--- src/rtl/instr_fetch_if.sv ---
// Fetch-stage bundle: instruction-memory request/ready bus plus decode-facing outputs.
// Latency: none, wires only.
// Backpressure: imem_ready throttles fetch; stall holds the presented instruction.
interface instr_fetch_if;
    // instruction memory side
    logic        imem_req;
    logic [31:0] imem_addr;
    logic        imem_ready;
    logic [31:0] imem_rdata;
    // downstream control into fetch
    logic        stall;
    logic        pc_src;
    logic [31:0] pc_target;
    // decode-facing outputs
    logic        instr_valid;
    logic [31:0] instr;
    logic [31:0] pc;
    logic [31:0] pc_plus4;
    logic [6:0]  opcode;
    logic [2:0]  funct3;
    logic        funct7_5;
    logic [4:0]  rd;
    logic [4:0]  rs1;
    logic [4:0]  rs2;
    logic        misalign_err;
    logic [31:0] instr_count;

    // fetch stage drives requests and decode outputs
    modport master (
        output imem_req, imem_addr,
        input  imem_ready, imem_rdata,
        input  stall, pc_src, pc_target,
        output instr_valid, instr, pc, pc_plus4, opcode, funct3, funct7_5,
        output rd, rs1, rs2, misalign_err, instr_count
    );

    // memory + core side sees the mirror image
    modport slave (
        input  imem_req, imem_addr,
        output imem_ready, imem_rdata,
        output stall, pc_src, pc_target,
        input  instr_valid, instr, pc, pc_plus4, opcode, funct3, funct7_5,
        input  rd, rs1, rs2, misalign_err, instr_count
    );
endinterface

--- src/rtl/instr_fetch.sv ---
// Fetch stage: owns fetch PC, requests instruction memory, holds word in instr register.
// Latency: imem_ready in cycle N gives instr_valid in N+1; zero-wait memory yields one instr per 2 cycles.
// Backpressure: request held until imem_ready; stall freezes instr/pc/instr_valid.
module instr_fetch #(
    parameter logic [31:0] RESET_PC  = 32'h0000_0000,
    parameter logic [31:0] NOP_INSTR = 32'h0000_0013
) (
    input  logic          clk,
    input  logic          rst,
    instr_fetch_if.master bus
);
    typedef enum logic [1:0] {BOOT, FETCH, VALID} state_t;

    state_t      state_q, state_d;
    logic [31:0] fetch_pc_q, fetch_pc_d;
    logic [31:0] pc_q, pc_d;
    logic [31:0] instr_q, instr_d;
    logic        misalign_q, misalign_d;
    logic [31:0] count_q, count_d;

    // state register; reset abandons any outstanding request at once
    always_ff @(posedge clk or posedge rst) begin
        if (rst) begin
            state_q    <= BOOT;
            fetch_pc_q <= RESET_PC;
            pc_q       <= RESET_PC;
            instr_q    <= NOP_INSTR;
            misalign_q <= 1'b0;
            count_q    <= 32'd0;
        end else begin
            state_q    <= state_d;
            fetch_pc_q <= fetch_pc_d;
            pc_q       <= pc_d;
            instr_q    <= instr_d;
            misalign_q <= misalign_d;
            count_q    <= count_d;
        end
    end

    // next-state: capture on imem_ready, advance/redirect on consume
    always_comb begin
        state_d    = state_q;
        fetch_pc_d = fetch_pc_q;
        pc_d       = pc_q;
        instr_d    = instr_q;
        misalign_d = misalign_q;
        count_d    = count_q;
        case (state_q)
            BOOT: begin
                state_d = FETCH;
            end
            FETCH: begin
                // stall/pc_src are meaningless until an instruction is present
                if (bus.imem_ready) begin
                    instr_d = bus.imem_rdata;
                    pc_d    = fetch_pc_q;
                    state_d = VALID;
                end
            end
            VALID: begin
                if (!bus.stall) begin
                    if (bus.pc_src) begin
                        // target is forced word-aligned; misalignment only flagged
                        fetch_pc_d = {bus.pc_target[31:2], 2'b00};
                        if (bus.pc_target[1:0] != 2'b00) begin
                            misalign_d = 1'b1;
                        end
                    end else begin
                        fetch_pc_d = pc_q + 32'd4;
                    end
                    count_d = count_q + 32'd1;
                    instr_d = NOP_INSTR;
                    state_d = FETCH;
                end
            end
            default: begin
                state_d = BOOT;
            end
        endcase
    end

    assign bus.imem_req     = (state_q == FETCH);
    assign bus.imem_addr    = fetch_pc_q;
    assign bus.instr_valid  = (state_q == VALID);
    assign bus.instr        = instr_q;
    assign bus.pc           = pc_q;
    assign bus.pc_plus4     = pc_q + 32'd4;
    assign bus.opcode       = instr_q[6:0];
    assign bus.funct3       = instr_q[14:12];
    assign bus.funct7_5     = instr_q[30];
    assign bus.rd           = instr_q[11:7];
    assign bus.rs1          = instr_q[19:15];
    assign bus.rs2          = instr_q[24:20];
    assign bus.misalign_err = misalign_q;
    assign bus.instr_count  = count_q;
endmodule

--- src/flat_wrapper.sv ---
// flat-port wrapper written by rule: the top's interface ports become plain ports
module instr_fetch_flat 
#(
    parameter logic [31:0] RESET_PC  = 32'h0000_0000,
    parameter logic [31:0] NOP_INSTR = 32'h0000_0013
)
  (clk, rst, bus_imem_req, bus_imem_addr, bus_imem_ready, bus_imem_rdata, bus_stall, bus_pc_src, bus_pc_target, bus_instr_valid, bus_instr, bus_pc, bus_pc_plus4, bus_opcode, bus_funct3, bus_funct7_5, bus_rd, bus_rs1, bus_rs2, bus_misalign_err, bus_instr_count);
  instr_fetch_if bus_i ();
  input  logic clk;
  input  logic rst;
  output wire logic [$bits(bus_i.imem_req)-1:0] bus_imem_req;
  output wire logic [$bits(bus_i.imem_addr)-1:0] bus_imem_addr;
  input wire logic [$bits(bus_i.imem_ready)-1:0] bus_imem_ready;
  input wire logic [$bits(bus_i.imem_rdata)-1:0] bus_imem_rdata;
  input wire logic [$bits(bus_i.stall)-1:0] bus_stall;
  input wire logic [$bits(bus_i.pc_src)-1:0] bus_pc_src;
  input wire logic [$bits(bus_i.pc_target)-1:0] bus_pc_target;
  output wire logic [$bits(bus_i.instr_valid)-1:0] bus_instr_valid;
  output wire logic [$bits(bus_i.instr)-1:0] bus_instr;
  output wire logic [$bits(bus_i.pc)-1:0] bus_pc;
  output wire logic [$bits(bus_i.pc_plus4)-1:0] bus_pc_plus4;
  output wire logic [$bits(bus_i.opcode)-1:0] bus_opcode;
  output wire logic [$bits(bus_i.funct3)-1:0] bus_funct3;
  output wire logic [$bits(bus_i.funct7_5)-1:0] bus_funct7_5;
  output wire logic [$bits(bus_i.rd)-1:0] bus_rd;
  output wire logic [$bits(bus_i.rs1)-1:0] bus_rs1;
  output wire logic [$bits(bus_i.rs2)-1:0] bus_rs2;
  output wire logic [$bits(bus_i.misalign_err)-1:0] bus_misalign_err;
  output wire logic [$bits(bus_i.instr_count)-1:0] bus_instr_count;
  assign bus_imem_req = bus_i.imem_req;
  assign bus_imem_addr = bus_i.imem_addr;
  assign bus_i.imem_ready = bus_imem_ready;
  assign bus_i.imem_rdata = bus_imem_rdata;
  assign bus_i.stall = bus_stall;
  assign bus_i.pc_src = bus_pc_src;
  assign bus_i.pc_target = bus_pc_target;
  assign bus_instr_valid = bus_i.instr_valid;
  assign bus_instr = bus_i.instr;
  assign bus_pc = bus_i.pc;
  assign bus_pc_plus4 = bus_i.pc_plus4;
  assign bus_opcode = bus_i.opcode;
  assign bus_funct3 = bus_i.funct3;
  assign bus_funct7_5 = bus_i.funct7_5;
  assign bus_rd = bus_i.rd;
  assign bus_rs1 = bus_i.rs1;
  assign bus_rs2 = bus_i.rs2;
  assign bus_misalign_err = bus_i.misalign_err;
  assign bus_instr_count = bus_i.instr_count;
  instr_fetch #(.RESET_PC(RESET_PC), .NOP_INSTR(NOP_INSTR)) u_core (.clk(clk), .rst(rst), .bus(bus_i));
endmodule
--- config.mk ---
export PLATFORM = sky130hd
export DESIGN_NAME = instr_fetch_flat
export DESIGN_NICKNAME = d
export VERILOG_FILES = /design/src/rtl/instr_fetch_if.sv /design/src/rtl/instr_fetch.sv /design/src/flat_wrapper.sv
export SDC_FILE = /design/constraint.sdc
export NUM_CORES = 1
export LEC_CHECK = 0
export ABC_AREA = 1
export ABC_CLOCK_PERIOD_IN_PS = 3350
export BUFFER_PORTS_ARGS = -buffer_cell sky130_fd_sc_hd__buf_2
export CAP_MARGIN = 20
export CORE_MARGIN = 5
export CORE_UTILIZATION = 45
export DETAILED_ROUTE_END_ITERATION = 12
export MAX_ROUTING_LAYER = met4
export PLACE_DENSITY = 0.77
export RECOVER_POWER = 100
export SYNTH_ARGS = -nofsm -noshare
export SYNTH_HDL_FRONTEND = slang
export SYNTH_SLANG_ARGS = --single-unit
--- constraint.sdc ---
create_clock -name clk -period 3.35 [get_ports clk]
set_input_delay 0.1675 -clock clk [delete_from_list [all_inputs] [get_ports clk]]
set_output_delay 0.1675 -clock clk [all_outputs]
set_load 0.02 [all_outputs]
==> flow_summary.yaml <==
hold_path:
  hp-class: "primary input to flop"
timing:
  slew-limit-headroom_pct: -22.7
  tightestPinTransition_ns: 1.84
  timing.final.setup_violations: 0
  period_share_pct: 81.1
  setup-tns-final_ns: 0
  finClkSkew_ns: 0.00951
  rsz0062_at_grt: "false"
  fmax_mhz: 368
  hold_viol: 0
  timing.hold.ws_ns: 0.0253
  min_period_ns: 2.72
  slew_viol_final: 76
power_and_ir_drop:
  power.leakage_nw: 4.33
  p_per_area_nw_per_um2: 943
  ir_drop_mv: 0.503
  finalPower_mw: 8.47
detailed_routing:
  ant_nets: 0
  vias_per_cell: 5.03
  drt_wl_total_um: 21300
  drc: 0
  drt_iter0_drc: 463
  first_pass_iters: 6
  vias: 6967
  wl_per_cell_um: 15.4
synthesis:
  async_reset_ff_share_pct: 100
  netlist_area_um2: 6990
  syn_avg_cell_area_um2: 7.65
  syn_nets: 989
  synth_cells: 914
  yosysSeqAreaShare_pct: 46.9
  dominantRegCellSynth: "dfrtp_1"
  synth-seq-cells: 131
  synth_area_leaders: "dfrtp_1, nand2_1, o21ai_0"
  yosysTopAreaCell: "dfrtp_1"
  yosys_warnings: 0
  synth_cell_types: 33
  synth.top_cell.area_share_pct: 45.8
  ys_top_cells_by_count: "nand2_1, dfrtp_1, inv_1, o21ai_0, nor2_1"
  synth_edf_count: 0
  synth_most_common_cell: "nand2_1"
finish:
  seqCellArea_um2: 3280
  syn_to_final_growth_pct: 28.5
  final_cell_area_um2: 8980
  final_cells: 1384
  multi_input_area_um2: 2910
  drive_gt1_share_pct: 11.3
  fill_cells: 1503
  finalNetCount: 1257
die:
  dieArea_um2: 18100
  start_util_pct: 46.0
  core_area_um2: 15200
  boundaryPins: 258
  die_y_um: 135
  rows: 45
  die_width_um: 135
grt:
  grt_overflow: 0
  grt_use_total_pct: 24.3
  grt_pass1_wl_um: 34100
  grt_max_degree: 76
  antenna_found_initial: 1
  first_global_vias: 6813
place:
  port_buffers: 257
  gp_congestion: 0.925
  placed_cell_area_um2: 8240
  dp_cells: 1310
  place_hpwl_um: 14900
setup_path:
  crit_path_top_delay_cell: "inv_1"
  path_common_cell: "inv_1"
  start_kind: "flop"
  crit_required_ns: 3.64
  crit_chain: "inv_1, ha_1, inv_1, o22ai_2, clkbuf_2, o21ai_0, nand2_1"
  path_max_fanout: 36
  end_kind: "flop"
  crit_type: "flop to flop"
  crit_arrival_ns: 3.01
  critPathMaxStageDelay_ns: 0.75
clocking:
  tritoncts: "yes"
  path_clk_slew_ns: 0.06
  htreeDepth: 4
  clock_sinks: 131
  cts_buffers: 17
  insertion_delay_ns: 0.42
  cts_resized: 0
  cts_root_buf: "clkbuf_16"
  clk_path_buf_depth: 2
run:
  max_cap_viol_count: 1
status:
  outcome: "finished, violations left"
  violations: "capacitance limit, slew limit"
## flip-flops by register name, summed over array words and instances, names as in the netlist
register,count
u_core.bus.instr,32
u_core.bus.instr_count,32
u_core.bus.misalign_err,1
u_core.bus.pc,32
u_core.state_q,2
u_core.bus.imem_addr,32
## final timing paths
path / depth (start not counted) / startpoint / end / slack, ns
min in group asynchronous: 3 / rst / u_core.bus.instr_count[30] / 0.30
hold reg to reg: 1 / u_core.bus.misalign_err / u_core.bus.misalign_err / 0.49
hold / removal: 3 / bus_imem_rdata[26] / u_core.bus.instr[26] / 0.03
setup / recovery: 7 / u_core.state_q[0] / u_core.bus.instr[30] / 0.63
max in group asynchronous: 4 / rst / u_core.bus.pc[19] / 0.92
setup reg to reg: 7 / u_core.state_q[0] / u_core.bus.instr[30] / 0.63
## through the flow
stage,setup WS (ns),utilization [%]
floorplan,1.52,-
global placement,1.06,54.2
detailed placement,0.916,54.2
CTS,0.888,60.9
global route,0.358,59.1
finish,0.634,59.1
## worst max-delay path: cells and delay by family (launching register included)
kind | cells | cell delay (ns)
AND/OR/NAND/NOR | 1 | 0.10
AO/OA/AOI/OAI | 2 | 0.55
buffers and inverters | 3 | 1.28
adder cells (fa/ha/maj) | 1 | 0.28
flip-flops | 1 | 0.38
## cells in the final DEF (no fill, tap or decap), types with 3 or more instances in the layout
cell and count:
dfrtp_1 128, clkbuf_1 177, clkbuf_16 17, nor3_1 4, bufinv_16 3, xor2_1 20
buf_2 81, ha_1 6, inv_2 3, dfstp_2 3, and2_0 8, and2_1 6
nand2_1 289, clkbuf_8 3, xnor2_1 13, nand3_1 64, clkbuf_2 5, nand4_1 14
mux2_2 3, nor2_1 76, a21oi_1 4, o21ai_0 85, dlygate4sd3_1 40, nand3b_1 7
o221ai_1 3, inv_1 108
## routing by layer
| layer | GRT usage (%) | vias up | wire length [µm] |
|---|---|---|---|
| met5 | - | - | 0 |
| met3 | 5.63 | 67 | 1550 |
| met4 | 10.9 | 0 | 756 |
| li1 | - | 3377 | - |
| met1 | 28.7 | 3231 | 8510 |
| met2 | 39.5 | 292 | 10500 |
## cell type report
cell class,instances,share of cell area (%)
well taps,188,2.62
inverters,112,4.69
clock buffers,21,5.24
flip-flops and latches,131,36.5
multi-input cells,616,32.4
clock inverters,11,1.67
repair buffers,304,16.8
diodes,1,0.0279
## cells by family (layout without fill, tap and decap cells)
group / after synthesis / count (layout) / synth area share (%)
XOR/XNOR: 33 / 33 / 4.13
multiplexers: 3 / 3 / 0.483
buffers and inverters: 167 / 448 / 10.8
adder cells (fa/ha/maj): 6 / 6 / 1.07
AND/OR/NAND/NOR: 474 / 474 / 29.0
AO/OA/AOI/OAI: 100 / 100 / 7.59
other: 0 / 1 / 0
flip-flops: 131 / 131 / 46.9
## power breakdown
group	total, mW	leakage (nW)	switching, mW	internal [mW]
logic	3.78	2.35	2.75	1.03
registers	2.74	1.68	0.562	2.18
clock network	1.95	0.300	0.715	1.23
## what timing repair did
action | in CTS | in global routing
hold buffers | 40 | 0
buffers inserted | 0 | 0
hold endpoints to repair | 50 | 0
Power figures use the tool's default switching activity.
